[config.mk]
export PLATFORM = sky130hd
export DESIGN_NAME = spi_request_arbiter
export DESIGN_NICKNAME = d
export VERILOG_FILES = /design/src/rtl/spi_request_arbiter.sv
export SDC_FILE = /design/constraint.sdc
export NUM_CORES = 1
export LEC_CHECK = 0
export CORE_MARGIN = 3
export CORE_UTILIZATION = 44
export DETAILED_ROUTE_END_ITERATION = 8
export PLACE_DENSITY_LB_ADDON = 0.08
export SYNTH_ARGS = -nofsm -noshare
export SYNTH_HDL_FRONTEND = slang
export SYNTH_SLANG_ARGS = --single-unit
export TNS_END_PERCENT = 20
[constraint.sdc]
create_clock -name clk -period 5.2 [get_ports clk]
set_input_delay 1.56 -clock clk [delete_from_list [all_inputs] [get_ports clk]]
set_output_delay 1.56 -clock clk [all_outputs]
set_load 0.02 [all_outputs]
[src/rtl/spi_request_arbiter.sv]
// rtl/spi_request_arbiter.sv - round-robin arbiter sharing one quick_spi master between clients
// Optional watchdog: define SPI_ARB_TIMEOUT_EN to abort a transaction after TIMEOUT_CYCLES without end_of_transaction.
module spi_request_arbiter #(
  parameter int NUM_REQUESTERS      = 3,
  parameter int INCOMING_DATA_WIDTH = 8,
  parameter int OUTGOING_DATA_WIDTH = 16,
  parameter int NUMBER_OF_SLAVES    = 2,
  parameter int TIMEOUT_CYCLES      = 1024
) (
  input  logic                                         clk,
  input  logic                                         reset_n,
  input  logic [NUM_REQUESTERS-1:0]                    req,
  input  logic [NUM_REQUESTERS-1:0]                    req_operation,
  input  logic [NUM_REQUESTERS*NUMBER_OF_SLAVES-1:0]    req_slave,
  input  logic [NUM_REQUESTERS*OUTGOING_DATA_WIDTH-1:0] req_data,
  output logic [NUM_REQUESTERS-1:0]                    ack,
  output logic [NUM_REQUESTERS-1:0]                    done,
  output logic [INCOMING_DATA_WIDTH-1:0]               rd_data,
  output logic                                         timeout_err,
  output logic                                         busy,
  output logic                                         spi_start,
  output logic                                         spi_operation,
  output logic [NUMBER_OF_SLAVES-1:0]                  spi_slave,
  output logic [OUTGOING_DATA_WIDTH-1:0]               spi_outgoing_data,
  input  logic                                         spi_end_of_transaction,
  input  logic [INCOMING_DATA_WIDTH-1:0]               spi_incoming_data
);

  localparam int PTR_W = (NUM_REQUESTERS > 1) ? $clog2(NUM_REQUESTERS) : 1;
  localparam logic [PTR_W-1:0] LAST_IDX = PTR_W'(NUM_REQUESTERS - 1);

  typedef enum logic [1:0] {
    ST_IDLE,
    ST_ISSUE,
    ST_WAIT_EOT,
    ST_COMPLETE
  } state_e;

  state_e                           state_q, state_d;
  logic [PTR_W-1:0]                 ptr_q, ptr_d;
  logic [PTR_W-1:0]                 grant_q, grant_d;
  logic [NUM_REQUESTERS-1:0]        ack_q, ack_d;
  logic [NUM_REQUESTERS-1:0]        done_q, done_d;
  logic [INCOMING_DATA_WIDTH-1:0]   rd_data_q, rd_data_d;
  logic                             spi_start_q, spi_start_d;
  logic                             spi_op_q, spi_op_d;
  logic [NUMBER_OF_SLAVES-1:0]      spi_slave_q, spi_slave_d;
  logic [OUTGOING_DATA_WIDTH-1:0]   spi_data_q, spi_data_d;

  logic                             scan_found;
  logic [PTR_W-1:0]                 scan_idx;
  int                               scan_cand;

`ifdef SPI_ARB_TIMEOUT_EN
  localparam int TMO_W = (TIMEOUT_CYCLES > 1) ? $clog2(TIMEOUT_CYCLES) : 1;
  localparam logic [TMO_W-1:0] TMO_LAST = TMO_W'(TIMEOUT_CYCLES - 1);

  logic [TMO_W-1:0]                 tmo_cnt_q, tmo_cnt_d;
  logic                             timeout_err_q, timeout_err_d;

  assign timeout_err = timeout_err_q;
`else
  assign timeout_err = 1'b0;
`endif

  assign ack               = ack_q;
  assign done              = done_q;
  assign rd_data           = rd_data_q;
  assign busy              = (state_q != ST_IDLE);
  assign spi_start         = spi_start_q;
  assign spi_operation     = spi_op_q;
  assign spi_slave         = spi_slave_q;
  assign spi_outgoing_data = spi_data_q;

  // Round-robin scan: first requesting client at or after ptr, wrapping around
  always_comb begin
    scan_found = 1'b0;
    scan_idx   = '0;
    scan_cand  = 0;
    for (int k = 0; k < NUM_REQUESTERS; k++) begin
      scan_cand = (int'(ptr_q) + k) % NUM_REQUESTERS;
      if (!scan_found && req[scan_cand]) begin
        scan_found = 1'b1;
        scan_idx   = PTR_W'(scan_cand);
      end
    end
  end

  // Next-state and registered-output logic; command fields only move in IDLE
  always_comb begin
    state_d     = state_q;
    ptr_d       = ptr_q;
    grant_d     = grant_q;
    ack_d       = '0;
    done_d      = '0;
    rd_data_d   = rd_data_q;
    spi_start_d = 1'b0;
    spi_op_d    = spi_op_q;
    spi_slave_d = spi_slave_q;
    spi_data_d  = spi_data_q;
`ifdef SPI_ARB_TIMEOUT_EN
    tmo_cnt_d     = tmo_cnt_q;
    timeout_err_d = 1'b0;
`endif

    case (state_q)
      ST_IDLE: begin
        if (scan_found) begin
          grant_d     = scan_idx;
          spi_op_d    = req_operation[scan_idx];
          spi_slave_d = req_slave[int'(scan_idx)*NUMBER_OF_SLAVES +: NUMBER_OF_SLAVES];
          spi_data_d  = req_data[int'(scan_idx)*OUTGOING_DATA_WIDTH +: OUTGOING_DATA_WIDTH];
          ack_d       = NUM_REQUESTERS'(1) << scan_idx;
          state_d     = ST_ISSUE;
        end
      end

      ST_ISSUE: begin
        // start becomes visible the cycle after ack, for exactly one cycle
        spi_start_d = 1'b1;
        state_d     = ST_WAIT_EOT;
`ifdef SPI_ARB_TIMEOUT_EN
        tmo_cnt_d   = '0;
`endif
      end

      ST_WAIT_EOT: begin
        // master clears incoming data after EOT, so capture it now
        if (spi_end_of_transaction) begin
          rd_data_d = spi_incoming_data;
          done_d    = NUM_REQUESTERS'(1) << grant_q;
          state_d   = ST_COMPLETE;
        end
`ifdef SPI_ARB_TIMEOUT_EN
        else if (tmo_cnt_q == TMO_LAST) begin
          rd_data_d     = '0;
          done_d        = NUM_REQUESTERS'(1) << grant_q;
          timeout_err_d = 1'b1;
          state_d       = ST_COMPLETE;
        end else begin
          tmo_cnt_d = tmo_cnt_q + 1'b1;
        end
`endif
      end

      ST_COMPLETE: begin
        // winner drops to lowest priority; this cycle also lets the master recover
        ptr_d   = (grant_q == LAST_IDX) ? '0 : grant_q + 1'b1;
        state_d = ST_IDLE;
      end

      default: begin
        state_d = ST_IDLE;
      end
    endcase
  end

  // State and output registers, cleared asynchronously
  always_ff @(posedge clk or negedge reset_n) begin
    if (!reset_n) begin
      state_q     <= ST_IDLE;
      ptr_q       <= '0;
      grant_q     <= '0;
      ack_q       <= '0;
      done_q      <= '0;
      rd_data_q   <= '0;
      spi_start_q <= 1'b0;
      spi_op_q    <= 1'b0;
      spi_slave_q <= '0;
      spi_data_q  <= '0;
    end else begin
      state_q     <= state_d;
      ptr_q       <= ptr_d;
      grant_q     <= grant_d;
      ack_q       <= ack_d;
      done_q      <= done_d;
      rd_data_q   <= rd_data_d;
      spi_start_q <= spi_start_d;
      spi_op_q    <= spi_op_d;
      spi_slave_q <= spi_slave_d;
      spi_data_q  <= spi_data_d;
    end
  end

`ifdef SPI_ARB_TIMEOUT_EN
  // Watchdog counter and its error flag
  always_ff @(posedge clk or negedge reset_n) begin
    if (!reset_n) begin
      tmo_cnt_q     <= '0;
      timeout_err_q <= 1'b0;
    end else begin
      tmo_cnt_q     <= tmo_cnt_d;
      timeout_err_q <= timeout_err_d;
    end
  end
`endif

endmodule

==> results.py <==
metrics = {
    "run_status": {
        "status": "finished clean",
    },
    "routing": {
        "wl_um": 5578,
        "wl_met3_um": 453,
        "drc": 0,
        "met2_length_um": 2605,
        "drtAntennaViolNets": 0,
        "drt_pre_antenna_iters": 4,
        "vias": 1888,
        "drt_iter0_drc": 65,
        "wl_met1_um": 2377,
        "via_per_inst": 5.089,
        "top_layer_used": "met4",
        "wl_per_cell_um": 15.04,
    },
    "sta": {
        "fin_tns_setup_ns": 0,
        "tightest_slew_ns": 0.9011,
        "min_period_over_period_pct": 69.12,
        "fmax_mhz": 278.2,
        "rsz0062_at_grt": "false",
        "worst_clock_skew_ns": 0.004343,
        "slew_viol_final": 0,
        "fin_crit_ns": 3.594,
        "max-slew-margin-rel_pct": 39.93,
        "finalSetupViolCount": 0,
        "hold_violations": 0,
    },
    "logic_synthesis": {
        "synthCells": 205,
        "synth_seq_cells": 40,
        "yosysWarnings": 0,
        "synth_edf_count": 0,
        "synth_area_sq_mm": 0.002206,
        "yosysMostFrequentCell": "dfrtp_1",
        "synth_fp_nets": 284,
        "ys_top_cells_by_count": "40 x dfrtp_1, 25 x nand2_1, 21 x mux2i_1",
        "postSynthAreaPerCell_sq_um": 10.76,
        "synth-async-reset-ratio_pct": 100.0,
        "synth.largest_area_cell": "dfrtp_1",
        "yosysUniqueCellTypes": 36,
        "yosysSeqAreaShare_pct": 45.38,
        "synthTopCellsByArea": "dfrtp_1 45%, mux2i_1 9.5%, mux2_2 5.6%",
        "synth-main-ff-cell": "dfrtp_1",
        "yosysTopAreaCellShare_pct": 45.38,
    },
    "clocking": {
        "clock-root-buffer": "clkbuf_8",
        "cts_sinks": 40,
        "cts_resized": 0,
        "cts_hold_buf": 0,
        "cts_tree": "yes",
        "clk_latency_ns": 0.28,
        "cts_buffer_depth": 2,
        "postCtsSetupBuffers": 0,
        "numCtsBuffers": 5,
        "path_clk_slew_ns": 0.07,
        "htreeDepth": 2,
    },
    "setup_path": {
        "r2r_end": "spi_outgoing_data[11]$_DFFE_PN0P_",
        "cp.arrival_ns": 3.75,
        "reg2regPathDepth": 9,
        "startpoint_type": "input port",
        "endpoint_kind": "register",
        "rr_startpoint": "ptr_q[1]$_DFFE_PN0N_",
        "required_ns": 5.35,
        "r2r_slack_ns": 2.50,
        "crit_type": "input port to register",
        "path_max_fanout": 22,
    },
    "layout": {
        "final_cells": 371,
        "seqCellArea_sq_mm": 0.001001,
        "post-route-util_pct": 69.54,
        "multi_input_area_sq_mm": 0.001072,
        "fin_nets": 385,
        "drive_gt1_share_pct": 10.53,
        "area_growth_pct": 50.88,
        "nFillCells": 370,
        "diodes": 0,
    },
    "die": {
        "num_io_pins": 107,
        "coreArea_sq_mm": 0.004786,
        "die_y_um": 76.81,
        "rows": 25,
        "initial_core_util_pct": 46.09,
        "dieWidth_um": 76.81,
        "dieArea_sq_mm": 0.005899,
    },
    "worst_hold_path": {
        "hold-path-cell-count": 2,
        "hp-class": "register to register",
        "hp-start": "spi_outgoing_data[8]$_DFFE_PN0P_",
        "min_to": "spi_outgoing_data[8]$_DFFE_PN0P_",
    },
    "place": {
        "port_buffers": 105,
        "dp_hpwl_um": 4100,
        "gp_congestion": 0.8470,
        "dpl.cell_count": 366,
    },
    "grt": {
        "grt_pass1_wl_um": 9308,
        "grt_start_max_net_pins": 41,
        "antenna_found_initial": 0,
        "grtUsageTotal_pct": 19.43,
        "grt_pass1_vias": 1978,
        "grt-ovfl-total": 0,
    },
    "run": {
        "drv_cap": 0,
    },
    "power": {
        "leakagePower_uw": 0.001433,
        "power_density_mw_per_mm2": 588.3,
        "ir_worst_vdd_uv": 365.7,
    },
}
[how the worst max path moves through the flow]
stage	startpoint	to	slack [ns]
CTS	req[1]	spi_outgoing_data[11]$_DFFE_PN0P_	1.62
finish	req[1]	spi_outgoing_data[11]$_DFFE_PN0P_	1.61
global route	req[1]	spi_outgoing_data[10]$_DFFE_PN0P_	1.48
detailed placement	req[1]	spi_outgoing_data[11]$_DFFE_PN0P_	1.32
floorplan	req[0]	spi_outgoing_data[10]$_DFFE_PN0P_	2.24
global placement	req[1]	spi_outgoing_data[10]$_DFFE_PN0P_	1.37
[cells in the final DEF (no fill, tap or decap), types with 2 or more instances in the layout]
master	count
clkdlybuf4s50_1	104
dfrtp_1	40
nand2_1	25
mux2i_1	21
nand3_1	19
o211ai_1	14
mux2_2	11
ha_1	8
inv_1	7
o21ai_0	6
nor2_1	6
o211ai_2	6
clkbuf_8	5
buf_4	4
nor2b_1	3
nor3b_1	3
a21oi_1	2
nand3b_1	2
[power breakdown]
| group | total, uW | switching (uW) | internal (uW) |
|---|---|---|---|
| clock network | 183 | 96.3 | 86.5 |
| registers | 536 | 78.2 | 458 |
| logic | 1240 | 659 | 580 |
| total | 1960 | 834 | 1120 |
[state kept, by name (all words and copies together), names as in the netlist]
name	count
ack	3
rd_data	8
spi_outgoing_data	16
spi_start	1
spi_operation	1
done	3
grant_q	2
spi_slave	2
ptr_q	2
state_q	2
[cell type report]
class	count	share of cell area [%]
Clock buffer	5	2.068
Timing Repair Buffer	109	32.33
Sequential cell	40	30.08
Multi-Input combinational cell	143	32.22
Inverter	7	0.7895
Tap cell	67	2.519
[cells by family (layout without fill, tap and decap cells)]
logic type | Yosys count | count (layout) | share of synthesized area, %
DFF | 40 | 40 | 45.38
other | 1 | 1 | 0.1700
and+or+nand+nor | 64 | 64 | 14.18
muxes | 34 | 34 | 16.85
buffers and inverters | 22 | 121 | 6.183
adders and majority gates | 8 | 8 | 4.538
AOI/OAI and AO/OA | 36 | 36 | 12.71
[per-layer routing]
| layer | global-route usage, % | vias to the layer above |
|---|---|---|
| met2 | 31.45 | 70 |
| li1 | - | 916 |
| met1 | 23.72 | 890 |
| met3 | 7.042 | 12 |
| met4 | 7.065 | 0 |
| met5 | 0 | - |
[metrics by stage]
| stage | hold WS [ns] | power, uW | cell area [sq um] | setup slack [ns] |
|---|---|---|---|---|
| 3_3_place_gp | 0.4711 | 1763 | 3259 | 1.375 |
| 5_1_grt | 0.5142 | 2109 | 3328 | 1.482 |
| 2_1_floorplan | 0.4769 | 1376 | 2206 | 2.241 |
| 6_report | 0.4895 | 1958 | 3328 | 1.606 |
| 3_5_place_dp | 0.4694 | 1791 | 3259 | 1.319 |
| 4_1_cts | 0.4913 | 1982 | 3328 | 1.623 |
[worst max-delay path, cell delays in order]
cell and delay [ns]:
clkdlybuf4s50_1 0.49, mux2_4 0.32, mux2_2 0.28, nor3_2 0.20
nand2b_1 0.13, buf_4 0.24, or2_4 0.36, o211ai_1 0.16
Note: power is estimated with default switching activity, not from simulation.
